File: src/rtl/head_flit_fifo_decoder.sv
// head_flit_fifo_decoder
//   Per-VC head-flit store for one router input port. A first-word-fall-through
//   FIFO holds incoming head flits. A registered decoder turns the flit at the
//   FIFO head into an output-port request for the switch allocator.
//
// Ports
//   clk                  rising-edge clock
//   rst                  asynchronous, active-low reset
//   wr_en                push headFlit into the FIFO
//   rd_en                pop the FIFO head
//   headFlit             flit to store
//   headBuffer           current FIFO head, combinational, 0 when empty
//   full                 FIFO holds HFBDepth entries
//   empty                FIFO holds no entries
//   decodeHeadFlit       request a decode of the current head
//   routeReserveRequest  decoded output-port code, held until the next decode
//   headFlitDecoded      one-cycle strobe: routeReserveRequest was just updated
module head_flit_fifo_decoder #(
  parameter int N             = 4,
  parameter int INDEX         = 1,
  parameter int DATA_WIDTH    = 8,
  parameter int HFBDepth      = 4,
  parameter int REQUEST_WIDTH = 2
) (
  input  logic                     clk,
  input  logic                     rst,
  input  logic                     wr_en,
  input  logic                     rd_en,
  input  logic [DATA_WIDTH-1:0]    headFlit,
  output logic [DATA_WIDTH-1:0]    headBuffer,
  output logic                     full,
  output logic                     empty,
  input  logic                     decodeHeadFlit,
  output logic [REQUEST_WIDTH-1:0] routeReserveRequest,
  output logic                     headFlitDecoded
);

  localparam int DW = (N > 1) ? $clog2(N) : 1;
  localparam int AW = (HFBDepth > 1) ? $clog2(HFBDepth) : 1;
  localparam int CW = $clog2(HFBDepth + 1);

  localparam logic [DW-1:0] LOCAL_ID = DW'(INDEX);
  localparam logic [CW-1:0] DEPTH    = CW'(HFBDepth);

  typedef enum logic [1:0] {
    ROUTE_LOCAL = 2'd0,
    ROUTE_FWD   = 2'd1,
    ROUTE_BWD   = 2'd2
  } route_e;

  // FIFO state
  logic [DATA_WIDTH-1:0] mem_q [HFBDepth];
  logic [AW-1:0]         wr_ptr_q, wr_ptr_d;
  logic [AW-1:0]         rd_ptr_q, rd_ptr_d;
  logic [CW-1:0]         count_q, count_d;
  logic                  wr_eff, rd_eff;

  // Decoder state
  logic [REQUEST_WIDTH-1:0] req_q, req_d;
  logic                     decoded_q, decoded_d;
  logic [DW-1:0]            dest;
  route_e                   route;

  assign full  = (count_q == DEPTH);
  assign empty = (count_q == '0);

  // A write into a full FIFO is accepted only when a pop frees a slot the same edge.
  assign rd_eff = rd_en & ~empty;
  assign wr_eff = wr_en & (~full | rd_eff);

  always_comb begin
    wr_ptr_d = wr_ptr_q;
    rd_ptr_d = rd_ptr_q;
    count_d  = count_q;
    if (wr_eff) wr_ptr_d = wr_ptr_q + AW'(1);
    if (rd_eff) rd_ptr_d = rd_ptr_q + AW'(1);
    unique case ({wr_eff, rd_eff})
      2'b10:   count_d = count_q + CW'(1);
      2'b01:   count_d = count_q - CW'(1);
      default: count_d = count_q;
    endcase
  end

  always_ff @(posedge clk or negedge rst) begin
    if (!rst) begin
      wr_ptr_q <= '0;
      rd_ptr_q <= '0;
      count_q  <= '0;
    end else begin
      wr_ptr_q <= wr_ptr_d;
      rd_ptr_q <= rd_ptr_d;
      count_q  <= count_d;
    end
  end

  // Storage needs no reset: headBuffer is masked to zero whenever the FIFO is empty.
  always_ff @(posedge clk) begin
    if (wr_eff) mem_q[wr_ptr_q] <= headFlit;
  end

  always_comb begin
    headBuffer = '0;
    if (!empty) headBuffer = mem_q[rd_ptr_q];
  end

  // Route decode of the pre-pop head
  assign dest = headBuffer[DW-1:0];

  always_comb begin
    route = ROUTE_LOCAL;
    if (dest > LOCAL_ID)      route = ROUTE_FWD;
    else if (dest < LOCAL_ID) route = ROUTE_BWD;
  end

  always_comb begin
    decoded_d = decodeHeadFlit & ~empty;
    req_d     = req_q;
    if (decoded_d) req_d = REQUEST_WIDTH'(route);
  end

  always_ff @(posedge clk or negedge rst) begin
    if (!rst) begin
      req_q     <= '0;
      decoded_q <= 1'b0;
    end else begin
      req_q     <= req_d;
      decoded_q <= decoded_d;
    end
  end

  assign routeReserveRequest = req_q;
  assign headFlitDecoded     = decoded_q;

endmodule

File: config.mk
export PLATFORM = sky130hd
export DESIGN_NAME = head_flit_fifo_decoder
export DESIGN_NICKNAME = d
export VERILOG_FILES = /design/src/rtl/head_flit_fifo_decoder.sv
export SDC_FILE = /design/constraint.sdc
export NUM_CORES = 1
export LEC_CHECK = 0
export ABC_CLOCK_PERIOD_IN_PS = 5800
export CORE_MARGIN = 8
export CORE_UTILIZATION = 40
export CTS_BUF_LIST = sky130_fd_sc_hd__clkbuf_4
export DETAILED_ROUTE_END_ITERATION = 7
export PLACE_DENSITY = 0.65
export SLEW_MARGIN = 25
export SYNTH_ARGS = -nofsm -noshare
export SYNTH_HDL_FRONTEND = slang
export SYNTH_SLANG_ARGS = --single-unit
File: constraint.sdc
create_clock -name clk -period 5.8 [get_ports clk]
set_input_delay 1.16 -clock clk [delete_from_list [all_inputs] [get_ports clk]]
set_output_delay 1.16 -clock clk [all_outputs]
set_load 0.01 [all_outputs]
==> results.json, run 1 <==
{
  "status": "complete, no violations",
  "multiInputGateArea_sq_um": 574,
  "ir_worst_vdd_v": 0.000220,
  "r2r_cells": 7,
  "cts_made_buffers": 5,
  "cts_buffer_depth": 2,
  "first_pass_iters": 4,
  "synth_area_sq_um": 1850,
  "synth_cell_type_count": 32,
  "synth-edff-count": 32,
  "final_cell_count_no_fill": 191,
  "startpoint": "rd_ptr_q[0]",
  "ys_top_cells_by_count": "edfxtp_1, and2_1, dfrtp_1",
  "clk_pin_slew_ns": 0.12,
  "required_ns": 4.64,
  "tightest_slew_ns": 0.560,
  "period_minus_slack_ns": 3.50,
  "start_util_pct": 41.9,
  "grt_use_met1_pct": 9.05,
  "worstSkewPairLatency_ns": 0.34,
  "synth_top_cell_by_area": "edfxtp_1",
  "critPathMaxFanout": 10,
  "ios": 26,
  "r2r-start": "count_q[0]",
  "grt_usage_pct": 9.37,
  "die_w_um": 84.0,
  "drive_above_1_share_pct": 10.8,
  "dp_hpwl_mm": 2.29,
  "first_global_vias": 1037,
  "start_kind": "flop",
  "vias": 991,
  "ys_ff_latch": 42,
  "cts_hold_buf": 0,
  "setup_viol": 0,
  "synth.avg_cell_area_sq_um": 16.7,
  "drt_iter0_markers": 31,
  "wl_per_cell_um": 16.7,
  "r2r-end": "count_q[2]",
  "whs_ns": 0.513,
  "h-tree-depth": 2,
  "tns_ns": 0,
  "fmax_mhz": 286,
  "power_mw": 1.03,
  "yosysSeqAreaShare_pct": 65.4,
  "use_met2_pct": 17.1,
  "dieHeight_um": 84.0,
  "maxSlewViolCount": 0,
  "nNetsFinal": 156,
  "area_delta_synth_final_pct": 18.3,
  "grt.overflow.total": 0,
  "reg2reg_slack_ns": 3.16,
  "num_antenna_cells": 0,
  "place_inst": 183,
  "cts_repair_resize_count": 0,
  "ys.warnings.count": 0,
  "fin_ws_ns": 2.30,
  "drv_cap": 0,
  "fin_skew_ns": 0.00158,
  "remaining_drc_errors": 0,
  "cp.arrival_ns": 2.34,
  "num_rows": 24,
  "hold_path.class": "reg -> reg",
  "grt_pass1_wl_mm": 5.05,
  "viasPerCell": 5.19,
  "leakage_nw": 0.807,
  "min_period_over_period_pct": 60.4,
  "clockRootBuffer": "clkbuf_4",
  "fillCellCount": 364,
  "postSynth.asyncResetShare_pct": 23.8,
  "globalplace.congestion": 0.706,
  "final-seq-area_sq_um": 1210,
  "top_usage_layer": "met2",
  "io_buffer_count": 25,
  "syn_inst": 111,
  "crit_type": "reg -> out",
  "grt_max_degree": 14,
  "cts_setup_buffers": 0,
  "endpoint": "headBuffer[1]",
  "dieArea_sq_um": 7060,
  "end_kind": "output pin",
  "postRouteAntennaNets": 0,
  "cts_sinks": 42,
  "powerDensity_nw_per_um2": 472,
  "antenna_found_initial": 0,
  "hold_viol": 0,
  "max-slew-margin-rel_pct": 62.7,
  "rsz0062_at_grt": "false",
  "cts_tree": "built",
  "dp_slack_ns": 2.18,
  "core_area_sq_um": 4410,
  "use_met3_pct": 2.73,
  "wl_mm": 3.20,
  "yosysMostFrequentCell": "edfxtp_1",
  "yosys.area.top_type_share_pct": 51.9,
  "synthTopCellsByArea": "edfxtp_1, dfrtp_1, mux4_1, and2_1, ha_1",
  "syn_nets": 129,
  "synth_ff_type": "edfxtp_1"
}
[metrics by stage]
stage | instance area (sq um) | util [%]
3_3_place_gp | 2130 | 48.4
2_1_floorplan | 1850 | -
6_report | 2190 | 49.6
3_5_place_dp | 2130 | 48.4
5_1_grt | 2190 | 49.6
4_1_cts | 2190 | 49.6
[cell usage in the layout (no fill, tap or decap)]
cell type | synthesis | layout
nand3b_1 | 1 | 1
and2_2 | 1 | 1
xnor2_1 | 3 | 3
and2_1 | 11 | 11
edfxtp_1 | 32 | 32
a21o_1 | 1 | 1
mux4_2 | 2 | 2
clkbuf_4 | 0 | 5
nand2_1 | 2 | 2
inv_1 | 9 | 9
clkinv_2 | 0 | 1
a32o_1 | 1 | 1
clkdlybuf4s50_1 | 0 | 25
o21ai_0 | 2 | 2
nand3_1 | 3 | 3
a22oi_1 | 1 | 1
xor2_1 | 2 | 2
fa_1 | 1 | 1
or3_1 | 2 | 2
dfrtp_1 | 10 | 10
ha_1 | 4 | 4
nor2b_1 | 1 | 1
or2_2 | 1 | 1
clkinvlp_4 | 0 | 1
mux2_2 | 2 | 2
nor2_1 | 1 | 1
clkinv_1 | 0 | 1
o2111ai_1 | 2 | 2
or3b_1 | 1 | 1
a21boi_2 | 1 | 1
o31ai_1 | 2 | 2
mux4_1 | 6 | 6
nor3b_2 | 1 | 1
[how the worst min path moves through the flow]
stage | from | to | slack [ns] | depth (start not counted)
final | routeReserveRequest[1] | routeReserveRequest[1] | 0.51 | 2
after global routing | routeReserveRequest[1] | routeReserveRequest[1] | 0.56 | 2
after CTS | routeReserveRequest[1] | routeReserveRequest[1] | 0.53 | 2
after detailed placement | routeReserveRequest[1] | routeReserveRequest[1] | 0.50 | 2
after global placement | routeReserveRequest[1] | routeReserveRequest[1] | 0.47 | 2
after floorplan | routeReserveRequest[1] | routeReserveRequest[1] | 0.51 | 2
[per-layer routing]
layer | wire, um | vias to the layer above | share of wire (%)
met5 | 0 | - | 0
met4 | 58 | 0 | 1.8
met3 | 138 | 7 | 4.3
met2 | 1750 | 25 | 55
met1 | 1250 | 489 | 39
li1 | - | 470 | -
[sequential cells by signal, summed over array words and instances, names as in the netlist]
| register | flops |
|---|---|
| rd_ptr_q | 2 |
| wr_ptr_q | 2 |
| routeReserveRequest | 2 |
| count_q | 3 |
| mem_q | 32 |
| headFlitDecoded | 1 |
[critical path, cell delays in order, from the launching register on]
cell             delay (ns)
dfrtp_1                0.72
mux4_2                 0.61
and2_2                 0.21
clkdlybuf4s50_1        0.47
[area by class of cell]
class                   instances  area share [%]
clock buffers                   5            1.72
clock inverters                 3           0.743
inverters                       9            1.54
multi-input cells              55            26.2
flip-flops and latches         42            55.3
well taps                      52            2.97
repair buffers                 25            11.4
[kinds of logic after synthesis]
kind of cell	share of synthesized area (%)
AO/OA/AOI/OAI	4.26
adder cells (fa/ha/maj)	3.79
multiplexers	12.2
XOR/XNOR	2.37
flip-flops	65.4
AND/OR/NAND/NOR	8.45
buffers and inverters	3.52
[power by group]
group | internal, mW | switching [mW] | total [mW]
Sequential | 0.406 | 0.0689 | 0.475
Clock | 0.0451 | 0.0903 | 0.135
Combinational | 0.244 | 0.178 | 0.422
Total | 0.695 | 0.337 | 1.03
(Power assumes the default switching activity.)
==> run 2, diff against run 1 <==
- ABC_CLOCK_PERIOD_IN_PS: 5800 -> 3650
- clock period: 5.8 -> 3.65 ns (I/O delays scaled with it)
==> results of run 2 <==
The final DEF is identical to that of run 1. Status: complete, no violations.
Among the figures that moved: setup slack after placement 2.18 ns -> 0.455 ns; setup slack after layout 2.30 ns -> 0.578 ns; register-to-register setup slack 3.16 ns -> 1.01 ns; total power 1.03 mW -> 1.64 mW; worst IR drop on VDD 0.000220 V -> 0.000350 V
==> run 3, diff against run 2 <==
- ABC_CLOCK_PERIOD_IN_PS: 3650 -> 2700
- PLACE_DENSITY: 0.65 -> 0.67
- clock period: 3.65 -> 2.7 ns (I/O delays scaled with it)
==> results.json, run 3 (synthesis gave the netlist of run 1 again) <==
{
  "regMostFlops": "mem_q",
  "end_kind": "output pin",
  "status": "complete, no violations",
  "clockRootBuffer": "clkbuf_4",
  "hold_viol": 0,
  "crit_buf_inv": 2,
  "grt_max_degree": 14,
  "postRouteAntennaNets": 0,
  "io_buffer_count": 25,
  "nNetsFinal": 164,
  "tns_ns": 0,
  "drive_above_1_share_pct": 15.6,
  "grt.overflow.total": 0,
  "remaining_drc_errors": 0,
  "rsz0062_at_grt": "true",
  "cts_hold_buf": 0,
  "drv_cap": 0,
  "wl_mm": 3.35,
  "final-seq-area_sq_um": 1210,
  "slowest_stage": "mux4_1",
  "routed-wl-met3_um": 157,
  "cp_top_family": "buffers and inverters",
  "fin_util_pct": 51.2,
  "tightest_slew_ns": 0.470,
  "cts_sinks": 42,
  "drt_iter0_markers": 47,
  "crit_chain": "buf_4, mux4_1, and2_1, clkdlybuf4s50_1",
  "maxSlewViolCount": 0,
  "critPathMaxFanout": 4,
  "vias": 1029,
  "placed_area_sq_um": 2180,
  "area_delta_synth_final_pct": 22.1,
  "cp.arrival_ns": 2.07,
  "grt_pass1_wl_mm": 5.24,
  "crit_type": "reg -> out",
  "clk_pin_slew_ns": 0.11,
  "first_pass_iters": 4,
  "start_kind": "flop",
  "required_ns": 2.16,
  "layout_commonest_cell": "edfxtp_1",
  "wl_per_cell_um": 16.9,
  "cts_tree": "built",
  "antenna_found_initial": 0,
  "final_cell_mix": "edfxtp_1, clkdlybuf4s50_1, and2_1, dfrtp_1, inv_1",
  "cts_buffer_depth": 2,
  "dp_hpwl_mm": 2.44,
  "min_period_over_period_pct": 96.5,
  "fillCellCount": 368,
  "grt_usage_pct": 9.46,
  "viasPerCell": 5.17,
  "largest_reg_flops": 32,
  "highest_layer": "met4",
  "wl_met2_mm": 1.79,
  "die_w_um": 84.0,
  "met1Wirelength_mm": 1.36,
  "ios": 26,
  "power_mw": 2.28,
  "powerDensity_nw_per_um2": 1010,
  "h-tree-depth": 2,
  "core_area_sq_um": 4410,
  "fin_skew_ns": 0.00800,
  "setup_viol": 0,
  "dieHeight_um": 84.0,
  "fmax_mhz": 384,
  "multiInputGateArea_sq_um": 574,
  "max-slew-margin-rel_pct": 68.4,
  "first_global_vias": 1051,
  "ir_worst_vdd_v": 0.000508,
  "cts_made_buffers": 5,
  "num_antenna_cells": 0,
  "stdcell_area_sq_um": 2260,
  "top_regs": "mem_q x32, count_q x3",
  "num_rows": 24,
  "dieArea_sq_um": 7060,
  "cpPeakStageDelay_ns": 0.54,
  "period_minus_slack_ns": 2.61,
  "start_util_pct": 41.9,
  "leakage_nw": 0.878,
  "globalplace.congestion": 0.673,
  "hold_path.class": "reg -> reg",
  "worstSkewPairLatency_ns": 0.34
}
## run 3: changes by cell type in the layout (fill, tap and decap cells not counted), sizes merged
cell           change
buf                +8
dlymetal6s2s       +3
clkdlybuf4s50      -3
## run 3: repair_timing
item / in CTS / in global routing
endpoints found under the setup margin: 0 / 8
gates resized for setup: 0 / 6
setup buffers: 0 / 1
## run 3: final cells by class
cell class	instances	share of cell area (%)
sequential	42	53.6
timing repair buffer	33	14.2
clock buffer	5	1.66
clock inverter	3	0.720
tap	52	2.88
multi-input combinational	55	25.4
inverter	9	1.50
## run 3: worst paths after layout
check,slack [ns],startpoint,cells after the start,end
worst min-delay path,0.49,routeReserveRequest[1],2,routeReserveRequest[1]
worst min register to register,0.49,routeReserveRequest[1],2,routeReserveRequest[1]
max in group asynchronous,1.89,rst,1,count_q[2]
min in group asynchronous,0.51,rst,1,routeReserveRequest[0]
worst max-delay path,0.09,rd_ptr_q[0],4,headBuffer[2]
worst max register to register,0.31,count_q[0],7,count_q[2]
## run 3: where the power goes
part	leakage [nW]	internal, mW	total (mW)	switching [mW]
Sequential	0.413	0.873	0.989	0.116
Combinational	0.437	0.571	1.01	0.435
Clock	0.0286	0.0969	0.286	0.190
Total	0.878	1.54	2.28	0.741
## run 3: metal layers
| layer | track usage [%] | vias up |
|---|---|---|
| met5 | 0 | - |
| met4 | 3.30 | 0 |
| met3 | 3.22 | 5 |
| met2 | 16.2 | 21 |
| met1 | 10.6 | 517 |
| li1 | - | 486 |
## run 3: per-stage QoR
stage	hold slack, ns	std cells	setup WS [ns]
floorplan	0.244	111	0.311
global placement	0.469	189	0.0126
detailed placement	0.471	189	-0.0860
CTS	0.498	197	0.00301
global route	0.541	199	0.0160
finish	0.489	199	0.0935
## run 3: tightest hold or removal path, delay by kind of cell, from the launching register on
kind            cells  cell delay [ns]
flops               1             0.36
simple gates        1             0.05
compound gates      1             0.05
